`config.mk`:
```
export PLATFORM = sky130hd
export DESIGN_NAME = hilo_wb_pipe
export DESIGN_NICKNAME = d
export VERILOG_FILES = /design/src/rtl/hilo_wb_pipe.sv
export SDC_FILE = /design/constraint.sdc
export NUM_CORES = 1
export LEC_CHECK = 0
export BUFFER_PORTS_ARGS = -buffer_cell sky130_fd_sc_hd__buf_2
export CORE_ASPECT_RATIO = 0.75
export CORE_MARGIN = 2
export CORE_UTILIZATION = 48
export DETAILED_ROUTE_END_ITERATION = 8
export HOLD_SLACK_MARGIN = 0.1
export PLACE_DENSITY = 0.75
export SETUP_SLACK_MARGIN = 0.4
export SKIP_CTS_REPAIR_TIMING = 1
export SLEW_MARGIN = 25
export SYNTH_ARGS = -nofsm -noshare
export SYNTH_HDL_FRONTEND = slang
export SYNTH_SLANG_ARGS = --single-unit
```
`constraint.sdc`:
```
create_clock -name clk -period 1.7 [get_ports clk]
set_input_delay 0.255 -clock clk [delete_from_list [all_inputs] [get_ports clk]]
set_output_delay 0.255 -clock clk [all_outputs]
set_load 0.005 [all_outputs]
```
`src/rtl/hilo_wb_pipe.sv`:
```
// hilo_wb_pipe
//   Consumer side of the EX-stage HI/LO write interface. A HI/LO write from EX
//   travels through the EX/MEM and MEM/WB registers and is committed to the
//   architectural HI/LO pair when it leaves MEM/WB. The raw stage registers are
//   exported as forwarding taps, and the committed pair is exported as the read
//   value.
//
//   Build option: define HILO_BYPASS_EN to let a pending MEM/WB write show
//   through on hi_o/lo_o one cycle before it is committed. When the macro is
//   undefined, hi_o/lo_o are driven purely from registers.
module hilo_wb_pipe #(
    parameter int DATA_W = 32
) (
    input  logic              clk,
    input  logic              rst,
    input  logic              stall_mem,
    input  logic              stall_wb,
    input  logic              flush,
    input  logic              ex_whilo_i,
    input  logic [DATA_W-1:0] ex_hi_i,
    input  logic [DATA_W-1:0] ex_lo_i,
    output logic              mem_whilo_o,
    output logic [DATA_W-1:0] mem_hi_o,
    output logic [DATA_W-1:0] mem_lo_o,
    output logic              wb_whilo_o,
    output logic [DATA_W-1:0] wb_hi_o,
    output logic [DATA_W-1:0] wb_lo_o,
    output logic [DATA_W-1:0] hi_o,
    output logic [DATA_W-1:0] lo_o,
    output logic [7:0]        commit_cnt_o
);

    // EX/MEM stage registers
    logic              mem_whilo_q, mem_whilo_d;
    logic [DATA_W-1:0] mem_hi_q,    mem_hi_d;
    logic [DATA_W-1:0] mem_lo_q,    mem_lo_d;

    // MEM/WB stage registers
    logic              wb_whilo_q,  wb_whilo_d;
    logic [DATA_W-1:0] wb_hi_q,     wb_hi_d;
    logic [DATA_W-1:0] wb_lo_q,     wb_lo_d;

    // Architectural HI/LO and commit counter
    logic [DATA_W-1:0] hi_q,        hi_d;
    logic [DATA_W-1:0] lo_q,        lo_d;
    logic [7:0]        cnt_q,       cnt_d;

    // Stage control. A WB-only stall cannot legally occur (stalls propagate
    // downstream-first); if it does, it is folded into a full stall so no
    // entry is ever overwritten while MEM/WB is holding.
    logic hold_mem;
    logic hold_wb;
    logic bubble_wb;
    logic commit;

    assign hold_wb   = stall_wb;
    assign hold_mem  = stall_mem | stall_wb;
    assign bubble_wb = hold_mem & ~hold_wb;

    // The commit reads the pre-edge MEM/WB contents, so a flush on the same
    // edge does not cancel it. A held WB entry commits only when released.
    assign commit    = wb_whilo_q & ~hold_wb;

    // EX/MEM next state: flush kills, a stall holds, otherwise capture EX.
    always_comb begin
        mem_whilo_d = mem_whilo_q;
        mem_hi_d    = mem_hi_q;
        mem_lo_d    = mem_lo_q;
        if (flush) begin
            mem_whilo_d = 1'b0;
            mem_hi_d    = '0;
            mem_lo_d    = '0;
        end else if (!hold_mem) begin
            mem_whilo_d = ex_whilo_i;
            mem_hi_d    = ex_hi_i;
            mem_lo_d    = ex_lo_i;
        end
    end

    // MEM/WB next state: flush or an upstream-only stall loads a bubble,
    // a WB stall holds, otherwise advance the EX/MEM contents.
    always_comb begin
        wb_whilo_d = wb_whilo_q;
        wb_hi_d    = wb_hi_q;
        wb_lo_d    = wb_lo_q;
        if (flush || bubble_wb) begin
            wb_whilo_d = 1'b0;
            wb_hi_d    = '0;
            wb_lo_d    = '0;
        end else if (!hold_wb) begin
            wb_whilo_d = mem_whilo_q;
            wb_hi_d    = mem_hi_q;
            wb_lo_d    = mem_lo_q;
        end
    end

    // Architectural next state: both words are always written together.
    always_comb begin
        hi_d  = hi_q;
        lo_d  = lo_q;
        cnt_d = cnt_q;
        if (commit) begin
            hi_d  = wb_hi_q;
            lo_d  = wb_lo_q;
            cnt_d = cnt_q + 8'd1;
        end
    end

    // EX -> MEM pipeline boundary
    always_ff @(posedge clk) begin
        if (rst) begin
            mem_whilo_q <= 1'b0;
            mem_hi_q    <= '0;
            mem_lo_q    <= '0;
        end else begin
            mem_whilo_q <= mem_whilo_d;
            mem_hi_q    <= mem_hi_d;
            mem_lo_q    <= mem_lo_d;
        end
    end

    // MEM -> WB pipeline boundary
    always_ff @(posedge clk) begin
        if (rst) begin
            wb_whilo_q <= 1'b0;
            wb_hi_q    <= '0;
            wb_lo_q    <= '0;
        end else begin
            wb_whilo_q <= wb_whilo_d;
            wb_hi_q    <= wb_hi_d;
            wb_lo_q    <= wb_lo_d;
        end
    end

    // WB -> architectural HI/LO commit boundary
    always_ff @(posedge clk) begin
        if (rst) begin
            hi_q  <= '0;
            lo_q  <= '0;
            cnt_q <= 8'd0;
        end else begin
            hi_q  <= hi_d;
            lo_q  <= lo_d;
            cnt_q <= cnt_d;
        end
    end

    assign mem_whilo_o  = mem_whilo_q;
    assign mem_hi_o     = mem_hi_q;
    assign mem_lo_o     = mem_lo_q;
    assign wb_whilo_o   = wb_whilo_q;
    assign wb_hi_o      = wb_hi_q;
    assign wb_lo_o      = wb_lo_q;
    assign commit_cnt_o = cnt_q;

`ifdef HILO_BYPASS_EN
    // Write-through: a pending WB write is visible before it commits.
    assign hi_o = wb_whilo_q ? wb_hi_q : hi_q;
    assign lo_o = wb_whilo_q ? wb_lo_q : lo_q;
`else
    assign hi_o = hi_q;
    assign lo_o = lo_q;
`endif

endmodule

```
==> impl_metrics.csv <==
group,metric,value,unit
status,status,"complete, no violations",
finish,mostFrequentLayoutCell,"buf_2",
synthesis,synth_area_leaders,"dfxtp_1 57%, nand2_1 14%, a21oi_1 9.6%, mux2i_1 9.2%, nor2_1 3.6%",
critical_path,crit_type,"reg2reg",
synthesis,ys_warn_count,0,
placed_design,place_inst,1243,
detailed_routing,finalWirelength,21480,microns
floorplanning,pin_count,272,
cts,cts_tree,"built",
sta,slew_headroom,0.5027,
critical_path,end_kind,"flop",
detailed_routing,detail_route.wl_per_cell,15.96,microns
cts,h-tree-depth,1,
sta,setup_tns,0,ns
synthesis,yosysSeqAreaShare,0.5717,
floorplanning,fp.dieW,144.2,microns
finish,final_cell_mix,"269 x buf_2, 261 x nand2_1, 193 x dfxtp_1, 134 x a21oi_1, 67 x nor2_1",
synthesis,syn_area_per_cell,8.689,sq um
sta,final.period_utilization,0.7464,
cts,cts.root.buffer_cell,"clkbuf_16",
cts,clkTransAtPathRegs,0.06,ns
floorplanning,core,14450,sq um
sta,finalHoldViolCount,0,
synthesis,yosys.area.top_type,"dfxtp_1",
sta,fin_crit,1.269,ns
sta,fmax,788.1,MHz
run,cap_violations,0,
placed_design,dp.final_hpwl,13270,microns
floorplanning,num_rows,38,
finish,finalNetCount,1205,
floorplanning,start_util,0.4894,
detailed_routing,firstDrtPassIters,5,
floorplanning,dieArea,15730,sq um
synthesis,synth_nets,885,
critical_path,startpoint_type,"flop",
detailed_routing,drc,0,
placed_design,gp_congestion,0.8055,
detailed_routing,drtIter0Drc,332,
cts,cts_inserted_buffers,20,
grt,grt_pass1_wl,30330,microns
finish,syn_to_final_growth,41.78,%
sta,skew,0.009528,ns
grt,grt_max_degree,73,
sta,slew_viol_final,0,
synthesis,synthesis.area,7073,sq um
sta,setup_viol,0,
grt,overflow,0,
critical_path,cpPeakStageDelay,0.54,ns
grt,antenna_found_initial,1,
cts,clockBufferDepth,3,
power_and_ir_drop,p_leak,4.535,nW
power_and_ir_drop,irDropWorstVdd,0.6951,mV
worst_hold_path,min_path_type,"in2reg",
critical_path,crit_required,2.12,ns
critical_path,arrival,1.69,ns
power_and_ir_drop,total_power,9.981,mW
cts,clock_sinks,202,
synthesis,ys_ff_latch,202,
floorplanning,die_y,109.1,microns
grt,first_global_vias,5943,
finish,layoutNonFillerInstCount,1346,
critical_path,crit_fanout,6,
placed_design,port_buffers,271,
sta,worstMarginPinSlew,0.7460,ns
finish,drive_above_1_share,0.2987,
synthesis,synth.distinct_cells,25,
power_and_ir_drop,p_per_area,995.2,nW/um^2
grt,grtUsageTotal,0.2438,
sta,grt_setup_unrepaired,"yes",
placed_design,placed_area,8598,sq um
finish,final_area,10030,sq um
synthesis,yosysTopAreaCellShare,0.5717,
detailed_routing,vias_per_cell,5.030,
detailed_routing,vias,6770,
cts,clk_latency,0.48,ns
synthesis,synthCells,814,
detailed_routing,antenna_left,0,
finish,fill_cells,1169,
critical_path,cp_cell_sequence,"nand4b_4 > or4_4 > a21oi_2",
critical_path,crit_slowest_cell,"or4_4",
## report_power, final
part,switching [mW],leakage [nW],total (mW),internal [mW]
Sequential,0.0314,1.64,4.80,4.77
Combinational,0.305,2.56,0.584,0.279
Clock,1.76,0.344,4.60,2.84
Total,2.09,4.53,9.98,7.89
## sequential cells by signal, summed over array words and instances, names as in the netlist
register / count
wb_whilo_o: 1
mem_whilo_o: 1
mem_lo_o: 32
wb_hi_o: 32
lo_o: 32
commit_cnt_o: 8
hi_o: 32
wb_lo_o: 32
mem_hi_o: 32
## per-layer routing
| metal | part of all wire | global-route usage |
|---|---|---|
| met3 | 0.091 | 0.07554 |
| met1 | 0.42 | 0.3082 |
| met5 | 0 | 0 |
| met4 | 0.022 | 0.06380 |
| met2 | 0.47 | 0.4085 |
## path summary, 6_finish.rpt
| kind | startpoint | cells after the start | endpoint | slack, ns |
|---|---|---|---|---|
| setup / recovery | wb_whilo_o$_SDFFE_PP0N_ | 3 | commit_cnt_o[7]$_SDFFE_PP0P_ | 0.43 |
| setup reg to reg | wb_whilo_o$_SDFFE_PP0N_ | 3 | commit_cnt_o[7]$_SDFFE_PP0P_ | 0.43 |
| hold reg to reg | hi_o[18]$_SDFFE_PP0P_ | 2 | hi_o[18]$_SDFFE_PP0P_ | 0.45 |
| hold / removal | stall_wb | 3 | wb_whilo_o$_SDFFE_PP0N_ | 0.16 |
## layout make-up
cell class / instances / area, sq um / share of cell area
inverter: 2 / 7.507 / 0.0007486
multi-input combinational: 552 / 2773 / 0.2765
tap: 200 / 250.2 / 0.02495
clock buffer: 30 / 629.4 / 0.06276
sequential: 202 / 4065 / 0.4054
timing repair buffer: 356 / 2236 / 0.2230
antenna: 1 / 2.502 / 0.0002495
clock inverter: 3 / 65.06 / 0.006488
## critical path: cells and delay by family, from the launching register on
| family | cells | cell delay (ns) |
|---|---|---|
| AOI/OAI and AO/OA | 1 | 0.13 |
| DFF | 1 | 0.40 |
| and+or+nand+nor | 2 | 0.68 |
## cells in the mapped netlist
| master | number |
|---|---|
| nand3b_1 | 1 |
| xor2_1 | 1 |
| nand4b_4 | 1 |
| nand2b_1 | 1 |
| or2_1 | 1 |
| or2_2 | 1 |
| o31ai_1 | 2 |
| mux2i_1 | 65 |
| nor2_1 | 68 |
| buf_1 | 6 |
| buf_6 | 6 |
| dfxtp_1 | 202 |
| o21ai_0 | 3 |
| xnor2_1 | 1 |
| or3_1 | 3 |
| a21oi_1 | 135 |
| or4_1 | 2 |
| nand3_1 | 3 |
| a21o_1 | 1 |
| buf_2 | 20 |
| nor2b_1 | 1 |
| nand2_1 | 261 |
| inv_1 | 2 |
| clkbuf_1 | 26 |
| ha_1 | 1 |
## through the flow
stage | setup slack (ns) | hold WS, ns | utilization
after floorplan | 0.4210 | 0.3910 | -
after global placement | 0.3230 | 0.4394 | 0.5949
after detailed placement | 0.2980 | 0.4437 | 0.5949
after CTS | 0.2723 | -0.01331 | 0.6429
after global routing | 0.3765 | 0.1939 | 0.6938
final | 0.4311 | 0.1565 | 0.6938
## logic make-up after synthesis
family,share of synthesized area
and+or+nand+nor,0.1895
DFF,0.5717
AOI/OAI and AO/OA,0.1008
muxes,0.09199
buffers and inverters,0.04175
xor gates and xnor gates,0.002477
adders and majority gates,0.001769
No activity file was read; power rests on OpenSTA's default activity.
